**src/rtl/gray_to_binary_pipe_pkg.sv**
```systemverilog
// Shared defaults for the Gray-code receive path.
// Used by the decoder pipe and the step checker.
package gray_to_binary_pipe_pkg;

  localparam int unsigned GRAY_WIDTH_DEF     = 4;
  localparam int unsigned GRAY_ERR_CNT_W_DEF = 8;

endpackage

```
**src/rtl/gray_step_check.sv**
```systemverilog
// Flags a single-bit step between two Gray codes.
// Pure combinational; shared with the encoder side.
module gray_step_check
  import gray_to_binary_pipe_pkg::*;
#(
  parameter int unsigned WIDTH = GRAY_WIDTH_DEF
) (
  input  logic [WIDTH-1:0] i_a,
  input  logic [WIDTH-1:0] i_b,
  output logic             o_one
);

  logic [WIDTH-1:0] w_x;

  // one-hot test: nonzero and clearing the lowest set bit leaves zero
  always_comb begin
    w_x   = i_a ^ i_b;
    o_one = (w_x != '0) &&
            ((w_x & (w_x - WIDTH'(1))) == '0);
  end

endmodule

```
**src/rtl/gray_to_binary_pipe.sv**
```systemverilog
// Two-stage Gray-to-binary decoder with valid/ready.
// Checks single-bit steps and counts violations.
module gray_to_binary_pipe
  import gray_to_binary_pipe_pkg::*;
#(
  parameter int unsigned WIDTH     = GRAY_WIDTH_DEF,
  parameter int unsigned ERR_CNT_W = GRAY_ERR_CNT_W_DEF
) (
  input  logic                 clk,
  input  logic                 rst,
  input  logic                 in_valid,
  output logic                 in_ready,
  input  logic [WIDTH-1:0]     gray_in,
  output logic                 out_valid,
  input  logic                 out_ready,
  output logic [WIDTH-1:0]     bin_out,
  output logic                 step_err,
  output logic [ERR_CNT_W-1:0] err_cnt
);

  logic                 r_s1_valid;
  logic [WIDTH-1:0]     r_s1_gray;
  logic                 r_s1_err;
  logic [WIDTH-1:0]     r_prev_gray;
  logic                 r_first;
  logic                 r_out_valid;
  logic [WIDTH-1:0]     r_bin;
  logic                 r_step_err;
  logic [ERR_CNT_W-1:0] r_err_cnt;

  logic                 w_s2_adv;
  logic                 w_s1_adv;
  logic                 w_acc;
  logic                 w_xfer;
  logic                 w_one;
  logic [WIDTH-1:0]     w_bin;

  gray_step_check #(
    .WIDTH (WIDTH)
  ) u_step (
    .i_a   (gray_in),
    .i_b   (r_prev_gray),
    .o_one (w_one)
  );

  // pipeline advance and handshake terms
  always_comb begin
    w_s2_adv = !r_out_valid || out_ready;
    w_s1_adv = !r_s1_valid || w_s2_adv;
    w_acc    = in_valid && w_s1_adv;
    w_xfer   = r_out_valid && out_ready;
  end

  // prefix XOR from the MSB: bit i is parity of g[W-1:i]
  for (genvar gi = 0; gi < WIDTH; gi++) begin : g_dec
    assign w_bin[gi] = ^(r_s1_gray >> gi);
  end

  // capture stage plus previous-code history
  always_ff @(posedge clk) begin
    if (rst) begin
      r_s1_valid  <= 1'b0;
      r_s1_gray   <= '0;
      r_s1_err    <= 1'b0;
      r_prev_gray <= '0;
      r_first     <= 1'b1;
    end else if (w_s1_adv) begin
      r_s1_valid <= in_valid;
      if (in_valid) begin
        r_s1_gray   <= gray_in;
        r_s1_err    <= !r_first && !w_one;
        r_prev_gray <= gray_in;
        r_first     <= 1'b0;
      end
    end
  end

  // decode stage; holds while the consumer stalls
  always_ff @(posedge clk) begin
    if (rst) begin
      r_out_valid <= 1'b0;
      r_bin       <= '0;
      r_step_err  <= 1'b0;
    end else if (w_s2_adv) begin
      r_out_valid <= r_s1_valid;
      if (r_s1_valid) begin
        r_bin      <= w_bin;
        r_step_err <= r_s1_err;
      end
    end
  end

  // saturating count of delivered error words
  always_ff @(posedge clk) begin
    if (rst) begin
      r_err_cnt <= '0;
    end else if (w_xfer && r_step_err &&
                 (r_err_cnt != '1)) begin
      r_err_cnt <= r_err_cnt + ERR_CNT_W'(1);
    end
  end

  assign in_ready  = w_s1_adv;
  assign out_valid = r_out_valid;
  assign bin_out   = r_bin;
  assign step_err  = r_step_err;
  assign err_cnt   = r_err_cnt;

  logic w_unused;
  assign w_unused = w_acc;

endmodule

```
**config.mk**
```make
export PLATFORM = sky130hd
export DESIGN_NAME = gray_to_binary_pipe
export DESIGN_NICKNAME = d
export VERILOG_FILES = /design/src/rtl/gray_to_binary_pipe_pkg.sv /design/src/rtl/gray_step_check.sv /design/src/rtl/gray_to_binary_pipe.sv
export SDC_FILE = /design/constraint.sdc
export NUM_CORES = 1
export LEC_CHECK = 0
export CAP_MARGIN = 20
export CORE_ASPECT_RATIO = 2
export CORE_UTILIZATION = 30
export DETAILED_ROUTE_END_ITERATION = 10
export GPL_ROUTABILITY_DRIVEN = 0
export SLEW_MARGIN = 20
export SYNTH_ARGS = -nofsm -noshare
export SYNTH_HDL_FRONTEND = slang
export SYNTH_HIERARCHICAL = 1
export SYNTH_SLANG_ARGS = --single-unit
```
**constraint.sdc**
```tcl
create_clock -name clk -period 1.8 [get_ports clk]
set_input_delay 0.27 -clock clk [delete_from_list [all_inputs] [get_ports clk]]
set_output_delay 0.27 -clock clk [all_outputs]
set_load 0.02 [all_outputs]
```
### Word-level counts from Yosys, hierarchy flattened

Index checks and enable logic that the tools add are counted.

| storage, ports and cells | value |
|---|---|
| register bits after elaboration | 21 |
| input port bits | 8 |
| output and inout port bits | 15 |
| word-level logic and storage cells | 32 |

| cells by class | value |
|---|---|
| add/sub/neg operators | 2 |
| eq/ne operators | 1 |
| bitwise gates (word level) | 2 |
| reduce and logical (&&, ||, !) cells | 19 |

Operators by type and width:

| cell | count |
|---|---|
| $reduce_xor 4->1 | 4 |
| $add 8x1->8 const B | 1 |
| $ne 8x8->1 const B | 1 |
| $logic_and 1x1->1 | 5 |
| $and 4x4->4 | 1 |
| $logic_not 1->1 | 4 |
| $logic_not 4->1 | 1 |
| $reduce_and 2->1 | 2 |
| $reduce_bool 4->1 | 1 |
| $sub 4x1->4 const B | 1 |
| $xor 4x4->4 | 1 |
| $logic_or 1x1->1 | 2 |

### Depth between registers and ports, before layout

| logic depth | value |
|---|---|
| depth after elaboration | 7 |
| gate-level depth with buffers | 5 |
| gate-level depth less buffers | 5 |

### Hierarchy

Netlist, hierarchy kept.

Modules (own cells, without submodules):

| module | instances | cells an instance | area an instance (µm²) | sequential area each (µm²) |
|---|---|---|---|---|
| gray_to_binary_pipe | 1 | 100 | 872.1 | 420.4 |
| gray_step_check | 1 | 9 | 72.6 | 0.0 |

### Worst setup path before layout

Ideal clock, no wire load.

| path | value |
|---|---|
| path kind | flip-flop to flip-flop |
| start | reg r_err_cnt[0], in the netlist err_cnt[0] |
| end | reg r_err_cnt[1], in the netlist err_cnt[1] |
| setup time | 0.128 ns |
| data arrival time | 1.335 ns |
| data required time | 1.672 ns |
| slack | 0.337 ns |
| cell stages (with the launch flop) | 6 |
| path buffers | 0 |
| period minus slack after synthesis | 1.463 ns |
| cell sequence | dfxtp_1 > ha_1 > nand3_1 > o21ai_0 > mux2i_1 > nor2_1 |

| on the way | value |
|---|---|
| word-level cells in the longest chain between the ends | 2 |
| elaborated cells between the ends (all ways) | 3 |
| those cells by class | add/sub (1); eq/ne (1); reduce/logical (1) |

RTL lines:

| element | line | RTL |
|---|---|---|
| start, declared | gray_to_binary_pipe.sv:29 | `logic [ERR_CNT_W-1:0] r_err_cnt;` |
| start signal, assigned | gray_to_binary_pipe.sv:99 | `r_err_cnt <= r_err_cnt + ERR_CNT_W'(1);` |
| parallel branches: the longest is 2 deep, another holds $add 8x1->8 | n/a |  |

Parallel ways; which one is timed is not known.
A chain may end at the register's enable or synchronous reset.

### Worst setup path after layout

| path | value |
|---|---|
| start | reg r_out_valid, in the netlist out_valid |
| end | out out_valid |

RTL lines:

| element | line | RTL |
|---|---|---|
| start, declared | gray_to_binary_pipe.sv:26 | `logic r_out_valid;` |
| start signal, assigned | gray_to_binary_pipe.sv:85 | `r_out_valid <= r_s1_valid;` |
| end, declared | gray_to_binary_pipe.sv:14 | `output logic out_valid,` |

No word-level cell between the ends.

==> flow_summary_export.csv <==
group,metric,value,unit
status,status,"complete, no violations",
global_route,gr-total-overflow,0,
cts,cts_root_buffer,"clkbuf_8",
yosys,synthCells,109,
cts,h-tree-depth,1,
finish,final_net_count,151,
worst_setup_path,path_class,"flip-flop to output pin",
floorplanning,floorplan.initialDensity,31.72,%
cts,cts_buffer_depth,2,
cts,cts_buffers,3,
timing,rsz0062_at_grt,"no",
timing,min_period,1.590,ns
worst_setup_path,critPathArrivalTime,1.32,ns
finish,final_cell_mix,"dfxtp_1 (21), clkdlybuf4s50_1 (21), a21oi_1 (14), nand2_1 (12), nand3_1 (10)",
cts,cts_tree,"yes",
global_route,grt_pass1_vias,912,
finish,area_growth,37.88,%
floorplanning,core_area,2978,um^2
floorplanning,die_w,41.68,um
pwr,p_leak,0.4926,nW
yosys,yosysWarnings,6,
yosys,synth.avg_cell_area,8.667,um^2
cts,clk_pin_slew,0.07,ns
global_route,grt.total_usage,15.07,%
worst_setup_path,cp.required,1.53,ns
finish,diodes,0,
worst_setup_path,startpoint,"out_valid$_SDFFE_PP0P_",
pwr,ir_drop,0.4451,mV
cts,clock-sinks,21,
drt,via_count,921,
yosys,ys_seq_area_share,44.50,%
timing,tightest_slew,0.4059,ns
min_path,hold_start,"r_first$_SDFFE_PP1P_",
timing,hold_viol,0,
placement,hpwlAfterDp,1784,um
floorplanning,io-pin-count,23,
timing,slew_headroom,72.66,%
timing,setup_violations,0,
global_route,antenna_found_initial,0,
cts,clk_latency,0.26,ns
yosys,yosys-top-cells-area,"dfxtp_1 (45%), a21oi_1 (7.4%), xnor2_1 (5.6%), nand3_1 (5.3%), nand2_1 (4.8%)",
pwr,power.density,715.4,nW/um^2
worst_setup_path,crit_path_max_fanout,5,
pwr,total_power,0.0009317,W
yosys,synthesis.area,944.7,um^2
drt,post_drt_wl_per_cell,13.25,um
worst_setup_path,crit_chain,"clkdlybuf4s50_1",
timing,fin_skew,0.002603,ns
worst_setup_path,slowest_delay,0.64,ns
run,drv_cap,0,
worst_setup_path,setup.worst_path.start_class,"flip-flop",
yosys,ys_ff_latch,21,
yosys,syn_nets,118,
worst_setup_path,rr_startpoint,"err_cnt[0]$_SDFFE_PP0P_",
floorplanning,dieArea,3391,um^2
finish,drive_gt1_share,11.35,%
timing,slew_viol_final,0,
drt,drt_pass1_iterations,4,
drt,post-route-drc-count,0,
min_path,hold_class,"flip-flop to flip-flop",
placement,port_buffers,22,
floorplanning,rows,28,
drt,drt_iter0_markers,18,
floorplanning,die_y,81.36,um
timing,fmax,628.8,MHz
yosys,synth_top_area_share,44.50,%
yosys,synth_cell_types,30,
global_route,grt_pass1_wl,3898,um
worst_setup_path,critPathCaptureType,"output pin",
worst_setup_path,worst_path_max_delay_cell,"clkdlybuf4s50_1",
cts,postCtsHoldBufs,0,
drt,wirelength,2266,um
drt,ant_nets,0,
drt,viasPerCell,5.386,
timing,min_period_over_period,88.35,%
global_route,grt_max_degree,13,
finish,final_util,43.74,%
yosys,yosysTopAreaCell,"dfxtp_1",
worst_setup_path,path_buf_inv,1,
worst_setup_path,crit_family,"buffers and inverters",
[worst register-to-register path, cell delays in order, from the launching register on]
cell	delay, ns
dfxtp_1	0.34
ha_1	0.23
nand3_1	0.12
nor2_1	0.09
or4_1	0.48
a21oi_1	0.14
[flip-flops by register name, summed over array words and instances (netlist names)]
name         flops
step_err         1
bin_out          4
r_first          1
r_prev_gray      4
r_s1_err         1
err_cnt          8
r_s1_valid       1
out_valid        1
[cell families after synthesis]
| kind of cell | share of synthesized area [%] |
|---|---|
| mux | 4.371 |
| flops | 44.50 |
| buf+inv | 1.987 |
| simple gates | 25.96 |
| fa+ha+maj | 1.324 |
| compound gates | 13.51 |
| xor+xnor | 8.345 |
[final cells by class]
cell class	instances	area [um^2]
clock buffers	4	45.04
fillers	284	1675
inverters	2	7.507
multi-input cells	83	505.5
flip-flops and latches	21	420.4
well taps	30	37.54
repair buffers	31	286.5
[synthesized netlist by cell type]
master and instances:
or4_1 1, nand3_1 10, or3_1 2, and3_1 2
a21oi_1 14, a211oi_1 1, nor3_1 2, or2_1 1
o21ai_0 2, o211ai_1 1, mux2_2 1, nand4b_1 2
nand3_2 1, nor2b_1 2, inv_1 2, ha_1 1
o31ai_1 1, mux2i_1 3, nand2_1 12, a21o_1 1
dfxtp_1 21, xor2_1 3, nand4_1 1, and3_2 1
a311oi_1 2, xnor2_1 6, nor2_1 8, nand2b_1 1
nand3b_2 1, clkbuf_1 3
[report_power, final]
group | total (W) | internal (W) | switching [W]
clock | 0.000312 | 0.000158 | 0.000154
sequential | 0.000493 | 0.000480 | 0.0000133
combinational | 0.000126 | 0.0000650 | 0.0000615
[through the flow]
stage | instances | TNS, ns | instance area, um^2 | setup WS [ns] | hold WS [ns]
after floorplan | 109 | 0 | 944.7 | 0.3373 | 0.3995
after global placement | 167 | -0.005588 | 1259 | -0.005588 | 0.4259
after detailed placement | 167 | -0.006046 | 1259 | -0.006046 | 0.4356
after CTS | 171 | 0 | 1303 | 0.1897 | 0.4596
after global routing | 171 | 0 | 1303 | 0.1350 | 0.4801
final | 171 | 0 | 1303 | 0.2097 | 0.4592
[timing repair]
action / CTS / global route
gates resized for setup: 1 / 0
buffers inserted: 0 / 0
endpoints found under the setup margin: 1 / 0
[path summary, 6_finish.rpt]
check | to | slack (ns) | cells past startpoint
max | out_valid | 0.21 | 1
min | r_first$_SDFFE_PP1P_ | 0.46 | 1
max reg2reg | err_cnt[5]$_SDFFE_PP0P_ | 0.33 | 5
min reg2reg | r_first$_SDFFE_PP1P_ | 0.46 | 1
[routing by layer]
| metal | track usage, % | vias to the layer above | share of wire, % |
|---|---|---|---|
| met5 | 0 | - | 0 |
| met4 | 10.65 | 0 | 4.3 |
| met3 | 2.000 | 7 | 3.5 |
| met2 | 28.91 | 23 | 55 |
| met1 | 14.11 | 437 | 37 |
| li1 | - | 454 | - |
Note: power is estimated with default switching activity, not from simulation.
